--- src/rtl/rx_frame_fifo_if.sv ---
`default_nettype none
// ============================================================================
// Module      : rx_frame_fifo_if
// Description : Bundle of the receive-frame FIFO signals. The producer
//               (frame_dn/frame_err/frame_data), consumer handshake
//               (out_ready/out_valid/out_data/out_err), overflow clear and
//               status (count/full/empty/overflow) travel together.
//               Modport 'master' is the side that drives frames and the
//               consumer handshake; modport 'slave' is the FIFO itself.
// Ports       : none (signals only; clk/rst stay plain ports on the FIFO)
// Revision    : 1.0 - initial release
// ============================================================================
interface rx_frame_fifo_if #(
  parameter int FRAME_WIDTH = 8,
  parameter int DEPTH_LOG2  = 2
);

  // Producer side
  logic                   frame_dn;
  logic                   frame_err;
  logic [FRAME_WIDTH-1:0] frame_data;

  // Consumer side
  logic                   out_ready;
  logic                   clr_ovf;
  logic                   out_valid;
  logic [FRAME_WIDTH-1:0] out_data;
  logic                   out_err;

  // Status
  logic [DEPTH_LOG2:0]    count;
  logic                   full;
  logic                   empty;
  logic                   overflow;

  modport master (
    output frame_dn, frame_err, frame_data, out_ready, clr_ovf,
    input  out_valid, out_data, out_err, count, full, empty, overflow
  );

  modport slave (
    input  frame_dn, frame_err, frame_data, out_ready, clr_ovf,
    output out_valid, out_data, out_err, count, full, empty, overflow
  );

endinterface : rx_frame_fifo_if
`default_nettype wire

--- src/rtl/rx_frame_fifo.sv ---
`default_nettype none
// ============================================================================
// Module      : rx_frame_fifo
// Description : First-word-fall-through FIFO for received serial frames.
//               Each entry holds {frame_err, frame_data}. A frame arriving
//               while the FIFO is full and not being popped is dropped and
//               raises a sticky overflow flag, cleared by clr_ovf (a drop on
//               the same edge wins).
// Ports       : clk  - single clock, rising edge
//               rst  - synchronous, active-high reset
//               bus  - rx_frame_fifo_if.slave:
//                        frame_dn/frame_err/frame_data : frame input
//                        out_ready                     : consumer accepts head
//                        clr_ovf                       : clear overflow flag
//                        out_valid/out_data/out_err    : head entry
//                        count/full/empty/overflow     : status
// Revision    : 1.0 - initial release
// ============================================================================
module rx_frame_fifo #(
  parameter int FRAME_WIDTH = 8,
  parameter int DEPTH_LOG2  = 2
) (
  input  wire              clk,
  input  wire              rst,
  rx_frame_fifo_if.slave   bus
);

  localparam int                  c_DEPTH     = 1 << DEPTH_LOG2;
  localparam int                  c_ENTRY_W   = FRAME_WIDTH + 1;
  localparam logic [DEPTH_LOG2:0] c_COUNT_MAX = (DEPTH_LOG2+1)'(c_DEPTH);

  // --------------------------------------------------------------------------
  // State
  // --------------------------------------------------------------------------
  // Storage is deliberately not reset: the output gating while empty keeps
  // stale contents invisible.
  logic [c_ENTRY_W-1:0]  r_mem [c_DEPTH];
  logic [DEPTH_LOG2-1:0] r_wr_ptr;
  logic [DEPTH_LOG2-1:0] r_rd_ptr;
  logic [DEPTH_LOG2:0]   r_count;
  logic                  r_overflow;

  // --------------------------------------------------------------------------
  // Status, derived only from the registered count
  // --------------------------------------------------------------------------
  logic w_full;
  logic w_empty;

  assign w_full  = (r_count == c_COUNT_MAX);
  assign w_empty = (r_count == '0);

  // --------------------------------------------------------------------------
  // Push / pop / drop decisions
  // --------------------------------------------------------------------------
  logic w_pop;
  logic w_push;
  logic w_drop;

  // out_ready is meaningless while nothing is held.
  assign w_pop  = !w_empty && bus.out_ready;

  // A pop on the same edge frees the slot, so a full FIFO still accepts.
  assign w_push = bus.frame_dn && (!w_full || w_pop);
  assign w_drop = bus.frame_dn && w_full && !w_pop;

  // --------------------------------------------------------------------------
  // Storage write
  // --------------------------------------------------------------------------
  // When full with a simultaneous pop, wr_ptr equals rd_ptr: the head is read
  // combinationally before the edge and overwritten at the edge, which is
  // exactly the freed slot.
  always_ff @(posedge clk) begin
    if (!rst && w_push) begin
      r_mem[r_wr_ptr] <= {bus.frame_err, bus.frame_data};
    end
  end

  // --------------------------------------------------------------------------
  // Pointers and occupancy
  // --------------------------------------------------------------------------
  always_ff @(posedge clk) begin
    if (rst) begin
      r_wr_ptr <= '0;
      r_rd_ptr <= '0;
      r_count  <= '0;
    end else begin
      if (w_push) begin
        r_wr_ptr <= r_wr_ptr + DEPTH_LOG2'(1);
      end
      if (w_pop) begin
        r_rd_ptr <= r_rd_ptr + DEPTH_LOG2'(1);
      end
      case ({w_push, w_pop})
        2'b10:   r_count <= r_count + (DEPTH_LOG2+1)'(1);
        2'b01:   r_count <= r_count - (DEPTH_LOG2+1)'(1);
        default: r_count <= r_count;
      endcase
    end
  end

  // --------------------------------------------------------------------------
  // Sticky overflow: a drop takes priority over a clear on the same edge.
  // --------------------------------------------------------------------------
  always_ff @(posedge clk) begin
    if (rst) begin
      r_overflow <= 1'b0;
    end else if (w_drop) begin
      r_overflow <= 1'b1;
    end else if (bus.clr_ovf) begin
      r_overflow <= 1'b0;
    end
  end

  // --------------------------------------------------------------------------
  // Head entry (fall-through), forced to zero while empty
  // --------------------------------------------------------------------------
  logic [c_ENTRY_W-1:0] w_head;

  assign w_head = w_empty ? '0 : r_mem[r_rd_ptr];

  assign bus.out_valid = !w_empty;
  assign bus.out_data  = w_head[FRAME_WIDTH-1:0];
  assign bus.out_err   = w_head[FRAME_WIDTH];
  assign bus.count     = r_count;
  assign bus.full      = w_full;
  assign bus.empty     = w_empty;
  assign bus.overflow  = r_overflow;

endmodule : rx_frame_fifo
`default_nettype wire
--- src/flat_wrapper.sv ---
// flat-port wrapper written by rule: the top's interface ports become plain ports
module rx_frame_fifo_flat 
#(
  parameter int FRAME_WIDTH = 8,
  parameter int DEPTH_LOG2  = 2
)
  (clk, rst, bus_frame_dn, bus_frame_err, bus_frame_data, bus_out_ready, bus_clr_ovf, bus_out_valid, bus_out_data, bus_out_err, bus_count, bus_full, bus_empty, bus_overflow);
  rx_frame_fifo_if #(.FRAME_WIDTH(FRAME_WIDTH), .DEPTH_LOG2(DEPTH_LOG2)) bus_i ();
  input  wire clk;
  input  wire rst;
  input wire logic [$bits(bus_i.frame_dn)-1:0] bus_frame_dn;
  input wire logic [$bits(bus_i.frame_err)-1:0] bus_frame_err;
  input wire logic [$bits(bus_i.frame_data)-1:0] bus_frame_data;
  input wire logic [$bits(bus_i.out_ready)-1:0] bus_out_ready;
  input wire logic [$bits(bus_i.clr_ovf)-1:0] bus_clr_ovf;
  output wire logic [$bits(bus_i.out_valid)-1:0] bus_out_valid;
  output wire logic [$bits(bus_i.out_data)-1:0] bus_out_data;
  output wire logic [$bits(bus_i.out_err)-1:0] bus_out_err;
  output wire logic [$bits(bus_i.count)-1:0] bus_count;
  output wire logic [$bits(bus_i.full)-1:0] bus_full;
  output wire logic [$bits(bus_i.empty)-1:0] bus_empty;
  output wire logic [$bits(bus_i.overflow)-1:0] bus_overflow;
  assign bus_i.frame_dn = bus_frame_dn;
  assign bus_i.frame_err = bus_frame_err;
  assign bus_i.frame_data = bus_frame_data;
  assign bus_i.out_ready = bus_out_ready;
  assign bus_i.clr_ovf = bus_clr_ovf;
  assign bus_out_valid = bus_i.out_valid;
  assign bus_out_data = bus_i.out_data;
  assign bus_out_err = bus_i.out_err;
  assign bus_count = bus_i.count;
  assign bus_full = bus_i.full;
  assign bus_empty = bus_i.empty;
  assign bus_overflow = bus_i.overflow;
  rx_frame_fifo #(.FRAME_WIDTH(FRAME_WIDTH), .DEPTH_LOG2(DEPTH_LOG2)) u_core (.clk(clk), .rst(rst), .bus(bus_i));
endmodule
--- config.mk ---
export PLATFORM = sky130hd
export DESIGN_NAME = rx_frame_fifo_flat
export DESIGN_NICKNAME = d
export VERILOG_FILES = /design/src/rtl/rx_frame_fifo_if.sv /design/src/rtl/rx_frame_fifo.sv /design/src/flat_wrapper.sv
export SDC_FILE = /design/constraint.sdc
export NUM_CORES = 1
export LEC_CHECK = 0
export BUFFER_PORTS_ARGS = -buffer_cell sky130_fd_sc_hd__buf_2
export CORE_UTILIZATION = 43
export DETAILED_ROUTE_END_ITERATION = 16
export GPL_TIMING_DRIVEN = 0
export PLACE_DENSITY_LB_ADDON = 0.1
export SETUP_SLACK_MARGIN = 0.3
export SYNTH_ARGS = -nofsm -noshare
export SYNTH_HDL_FRONTEND = slang
export SYNTH_SLANG_ARGS = --single-unit
--- constraint.sdc ---
create_clock -name clk -period 6.25 [get_ports clk]
set_input_delay 0.625 -clock clk [delete_from_list [all_inputs] [get_ports clk]]
set_output_delay 0.625 -clock clk [all_outputs]
set_load 0.01 [all_outputs]
Word-level counts from Yosys, hierarchy flattened:

Memories as Yosys holds them, arrays and structs flattened. A register that Yosys moved wholly into a read port is not among the register bits.
Index checks and enable logic that the tools add are counted.

* muxes and demuxes: 8
* reduce and logical (&&, ||, !) cells: 13
* $add $sub $neg: 4
* eq/ne operators: 3

Operators with widths (number)
* $mux 9: 1
* $pmux 3 s2: 1
* $logic_and 1x1->1: 5
* $add 2x1->2 const B: 2
* $logic_not 1->1: 4
* $mux 1: 4
* $mux 2: 2
* $reduce_bool 2->1: 2
* $add 3x1->3 const B: 1
* $eq 3x3->1 const B: 1
* $logic_not 3->1: 1
* $sub 3x1->3 const B: 1
* $eq 2x1->1 const B: 1
* $eq 2x2->1 const B: 1
* $logic_or 1x1->1: 1

* register bits: 8
* memories: 1
* memory bits (writable): 36

Memory list
* u_core.r_mem: words 4, width 9, rd ports 1, clocked after memory_dff 1, write ports 1, line rx_frame_fifo.sv:37 `logic [c_ENTRY_W-1:0] r_mem [c_DEPTH];`

Depth between registers and ports, before layout:

* word-level depth: 8
* depth in mapped cells: 9
* depth with buffers taken out: 9

Worst setup path before layout:

OpenSTA, ideal clock, no wires.

* path kind: register to register
* from: register u_core.r_count[2] (netlist: u_core.bus.count[2])
* to: register u_core.r_count[2] (netlist: u_core.bus.count[2])
* slack: 3.792 ns
* data required time: 6.179 ns
* stages on the path, launching flop included: 10
* library setup time: 0.071 ns
* arrival: 2.387 ns
* cells stage by stage: dfxtp_1 or3b_1 o21a_1 inv_1 ha_1 inv_1 fa_1 xor2_1 or3_2 a21oi_1

* word-level cells in the longest chain between the ends: 7

Ends and longest elaborated chain
* start, declared: line rx_frame_fifo.sv:40 `logic [DEPTH_LOG2:0] r_count;`
* start signal, assigned: line rx_frame_fifo.sv:94 `2'b10: r_count <= r_count + (DEPTH_LOG2+1)'(1);`
* start signal, assigned: line rx_frame_fifo.sv:95 `2'b01: r_count <= r_count - (DEPTH_LOG2+1)'(1);`
* start signal, assigned: line rx_frame_fifo.sv:96 `default: r_count <= r_count;`
* $logic_not 3->1: line rx_frame_fifo.sv:50 `assign w_empty = (r_count == '0);`
* $logic_not 1->1: line rx_frame_fifo.sv:60 `assign w_pop = !w_empty && bus.out_ready;`
* $logic_and 1x1->1: line rx_frame_fifo.sv:60
* $logic_or 1x1->1: line rx_frame_fifo.sv:63 `assign w_push = bus.frame_dn && (!w_full || w_pop);`
* $logic_and 1x1->1: line rx_frame_fifo.sv:63
* $eq 2x1->1 or $eq 2x2->1 (tied branches): line rx_frame_fifo.sv:93 `case ({w_push, w_pop})`
* $pmux 3 s2 or $reduce_bool 2->1 (tied branches)

Parallel ways exist; a longest one is shown, timed or not.
A chain may end at the register's enable or synchronous reset.

Final worst setup path:

Same ends and word-level chain as after synthesis.

==> results.md <==
* First-pass GRT wire length at 4981 µm
* CP required at around 6.5 ns
* Syn nets at 136
* # Post-CTS Setup Buffers at 0
* Worst path top cell family by delay: simple AND/OR/NAND/NOR gates
* Num rows at 23
* CP peak stage delay at between 0.4 and 0.5 ns
* Mapped Area at between 1500 and 2000 µm²
* Via count at 1024
* Clock Path Buffers at 2
* Synth Area in Simple Gates at 0.09037
* Remaining antenna violation count at 0
* First-pass DRT Iterations at 4
* Layout cells sized above 1 at 0.3464
* Routed WL at roughly 3200 µm
* Min Tclk post-route at 2.674 ns
* TritonCTS Buffers at 5
* Post-synth EDFFs at 36
* Clk Latency, worst-skew pair at slightly below 0.3 ns
* Final TNS setup at 0 ns
* Post-synth top area cell: edfxtp_1
* R2R Path Start: u_core.bus.count[2]$_SDFFE_PP0P_
* Syn_area_per_cell at between 15 and 20 µm²
* Crit-path cells: or3b_1 > o21a_1 > inv_1 > ha_1 > inv_1 > fa_1 > xor2_1 > or3_2 > a21oi_1
* Synth Area in Adders at 0.04385
* Vias in the first global route at between 1000 and 1500
* Leak Pwr at 0.8384 nW
* Seq/Total Area, Yosys at 0.6804
* PortBufs at 29
* Final period util at 0.4278
* Top achievable clock speed at around 0.37 GHz
* P per Cell Area at slightly below 400 nW/µm²
* Root Driver: clkbuf_8
* Mux share of post-synthesis cell area at 0.1209
* Overflow left after global routing at 0
* Wire per inst at about 16 µm
* Hold slack final at 0.4751 ns
* Worst path slowest cell: or3_2
* Residual DRC at 0
* Number of antenna violations at the first check in global routing at 0
* CTS tree: built
* RSZ-0062 raised after global routing: no
* Gpl congestion at approximately 0.68
* CP Class: flip-flop to flip-flop
* Compound-Gate Fraction of Synth Area at 0.02392
* Worst-path clk slew at roughly 0.080 ns
* Final instance area at about 2200 µm²
* Area after DPL at about 2100 µm²
* CP startpoint kind: flip-flop
* Tot GR Track Use at 0.1593
* Synth warn at 0
* Buf+Inv Stages, Crit Path at 2
* Worst Path Max Fanout at 6
* Status: finished clean
* Htree depth at 2
* Die span in y at slightly below 70 µm
* Post_cts resized at 0
* Worst R2R End: u_core.bus.count[2]$_SDFFE_PP0P_
* Top cell type's share of synthesized area at 0.5741
* Hold-critical path endpoint: u_core.bus.overflow$_SDFFE_PP0P_
* Most frequent cells in the layout: edfxtp_1, buf_2, dfxtp_1
* Post-route clock skew at between 0.003 and 0.004 ns
* Crit end category: flip-flop
* Largest family of logic cells by synthesized area: multiplexers
* Final hold violation count at 0
* Top_reg_cell synth: edfxtp_1
* Fillers at approximately 330
* R2r setup slk at 3.58 ns
* Via density at between 5 and 6
* Clk sinks at 46
* Rel. slew slack at 0.4281
* Gate Count Post-Synth at between 100 and 150
* Peak supply drop at 0.1674 mV
* Area delta synth->final at 19.40%
* DRC violation total after the first TritonRoute iteration at 44
* Worst R2R Path Depth at 9
* Max Cap Viol at 0
* Largest net degree at the start of global routing at 15
* Die W at just under 70 µm
* Xor and xnor area share after synthesis at 0.01395
* Die ar. at roughly 4600 µm²
* Synth area leaders: edfxtp_1, mux4_2, dfxtp_1, ha_1, nor2b_1
* Min-Delay Startpoint: u_core.bus.overflow$_SDFFE_PP0P_
* Number of hold buffers added after cts at 0
* Least-Margin Pin Slew at 0.8542 ns
* Final Setup Violations at 0
* CP dominant cell by count: inv_1
* Hold Path Class: flip-flop to flip-flop
* Design Power at 0.0008737 W
* WP data arrival at ~2.9 ns
* Nets at between 150 and 200
* Max Slew Vio Count at 0
* I/O pins at 30
* Starting Density at 0.4576
* Core ar. at between 4000 and 5000 µm²
* Utilization after layout at 0.5464
* Min-Delay Path Depth at 2
* ANT cells at 0
* Synth cell types at 25
* Flops & latches, synth at between 40 and 50
* FFs w/ async S/R, synth at 0
* Commonest non-fill, non-tap cell in the layout: edfxtp_1
* Hpwl dp at between 2000 and 2500 µm
==> report_power, final <==
part           internal [W]  total (W)  switching [W]
sequential         0.000356   0.000373      0.0000170
clock              0.000154   0.000250      0.0000959
combinational      0.000115   0.000251       0.000136
==> how the worst max path moves through the flow <==
stage                                           startpoint                          endpoint  slack (ns)  depth (start not counted)
after floorplan           u_core.bus.count[2]$_SDFFE_PP0P_  u_core.bus.count[2]$_SDFFE_PP0P_        3.79                          9
after global placement                       bus_out_ready      u_core.r_mem[0][5]$_DFFE_PP_        3.37                          4
after detailed placement  u_core.bus.count[2]$_SDFFE_PP0P_  u_core.bus.count[2]$_SDFFE_PP0P_        3.59                          9
after CTS                 u_core.bus.count[0]$_SDFFE_PP0P_  u_core.bus.count[2]$_SDFFE_PP0P_        3.57                          9
after global routing      u_core.bus.count[2]$_SDFFE_PP0P_  u_core.bus.count[2]$_SDFFE_PP0P_        3.40                          9
final                     u_core.bus.count[2]$_SDFFE_PP0P_  u_core.bus.count[2]$_SDFFE_PP0P_        3.58                          9
==> layer usage <==
layer | GRT usage | share of wire
met4 | 0.07031 | 0.018
met5 | 0 | 0
met3 | 0.05833 | 0.041
met1 | 0.1850 | 0.42
met2 | 0.2623 | 0.52
==> kinds of logic after synthesis <==
logic type | count (synthesis)
buffers and inverters | 13
AO/OA/AOI/OAI | 8
multiplexers | 11
flip-flops | 46
XOR/XNOR | 3
AND/OR/NAND/NOR | 29
adder cells (fa/ha/maj) | 6
==> tightest hold or removal path: stages (launching register included) <==
cell and delay [ns]:
dfxtp_1 0.31, nand2b_1 0.07, a21oi_1 0.05
==> state kept, by name, indices dropped and copies added (netlist names), named ones only <==
signal               cells
u_core.bus.overflow      1
u_core.r_wr_ptr          2
u_core.bus.count         3
u_core.r_mem            36
u_core.r_rd_ptr          2
==> area by class of cell <==
cell class,count,area [µm²],area share
Buffer,4,16.27,0.007234
Clock buffer,7,107.6,0.04786
Clock inverter,1,30.03,0.01336
Inverter,9,33.78,0.01503
Multi-Input combinational cell,57,571.8,0.2543
Sequential cell,46,1281,0.5698
Tap cell,50,62.56,0.02782
Timing Repair Buffer,29,145.1,0.06455
==> synthesized netlist by cell type, types with 2 or more instances <==
cell / instances
nor2b_1: 9
nor2_1: 7
inv_1: 9
nand2b_1: 3
dfxtp_1: 10
nor3b_1: 4
a21oi_1: 4
edfxtp_1: 36
o21ai_0: 2
clkbuf_1: 3
ha_1: 5
mux4_2: 9
xor2_1: 3
==> metrics by stage <==
| step | cells | setup WS [ns] |
|---|---|---|
| final | 203 | 3.576 |
| after floorplan | 116 | 3.792 |
| after global placement | 195 | 3.370 |
| after CTS | 203 | 3.568 |
| after detailed placement | 195 | 3.589 |
| after global routing | 203 | 3.398 |
No activity file was read; power rests on OpenSTA's default activity.
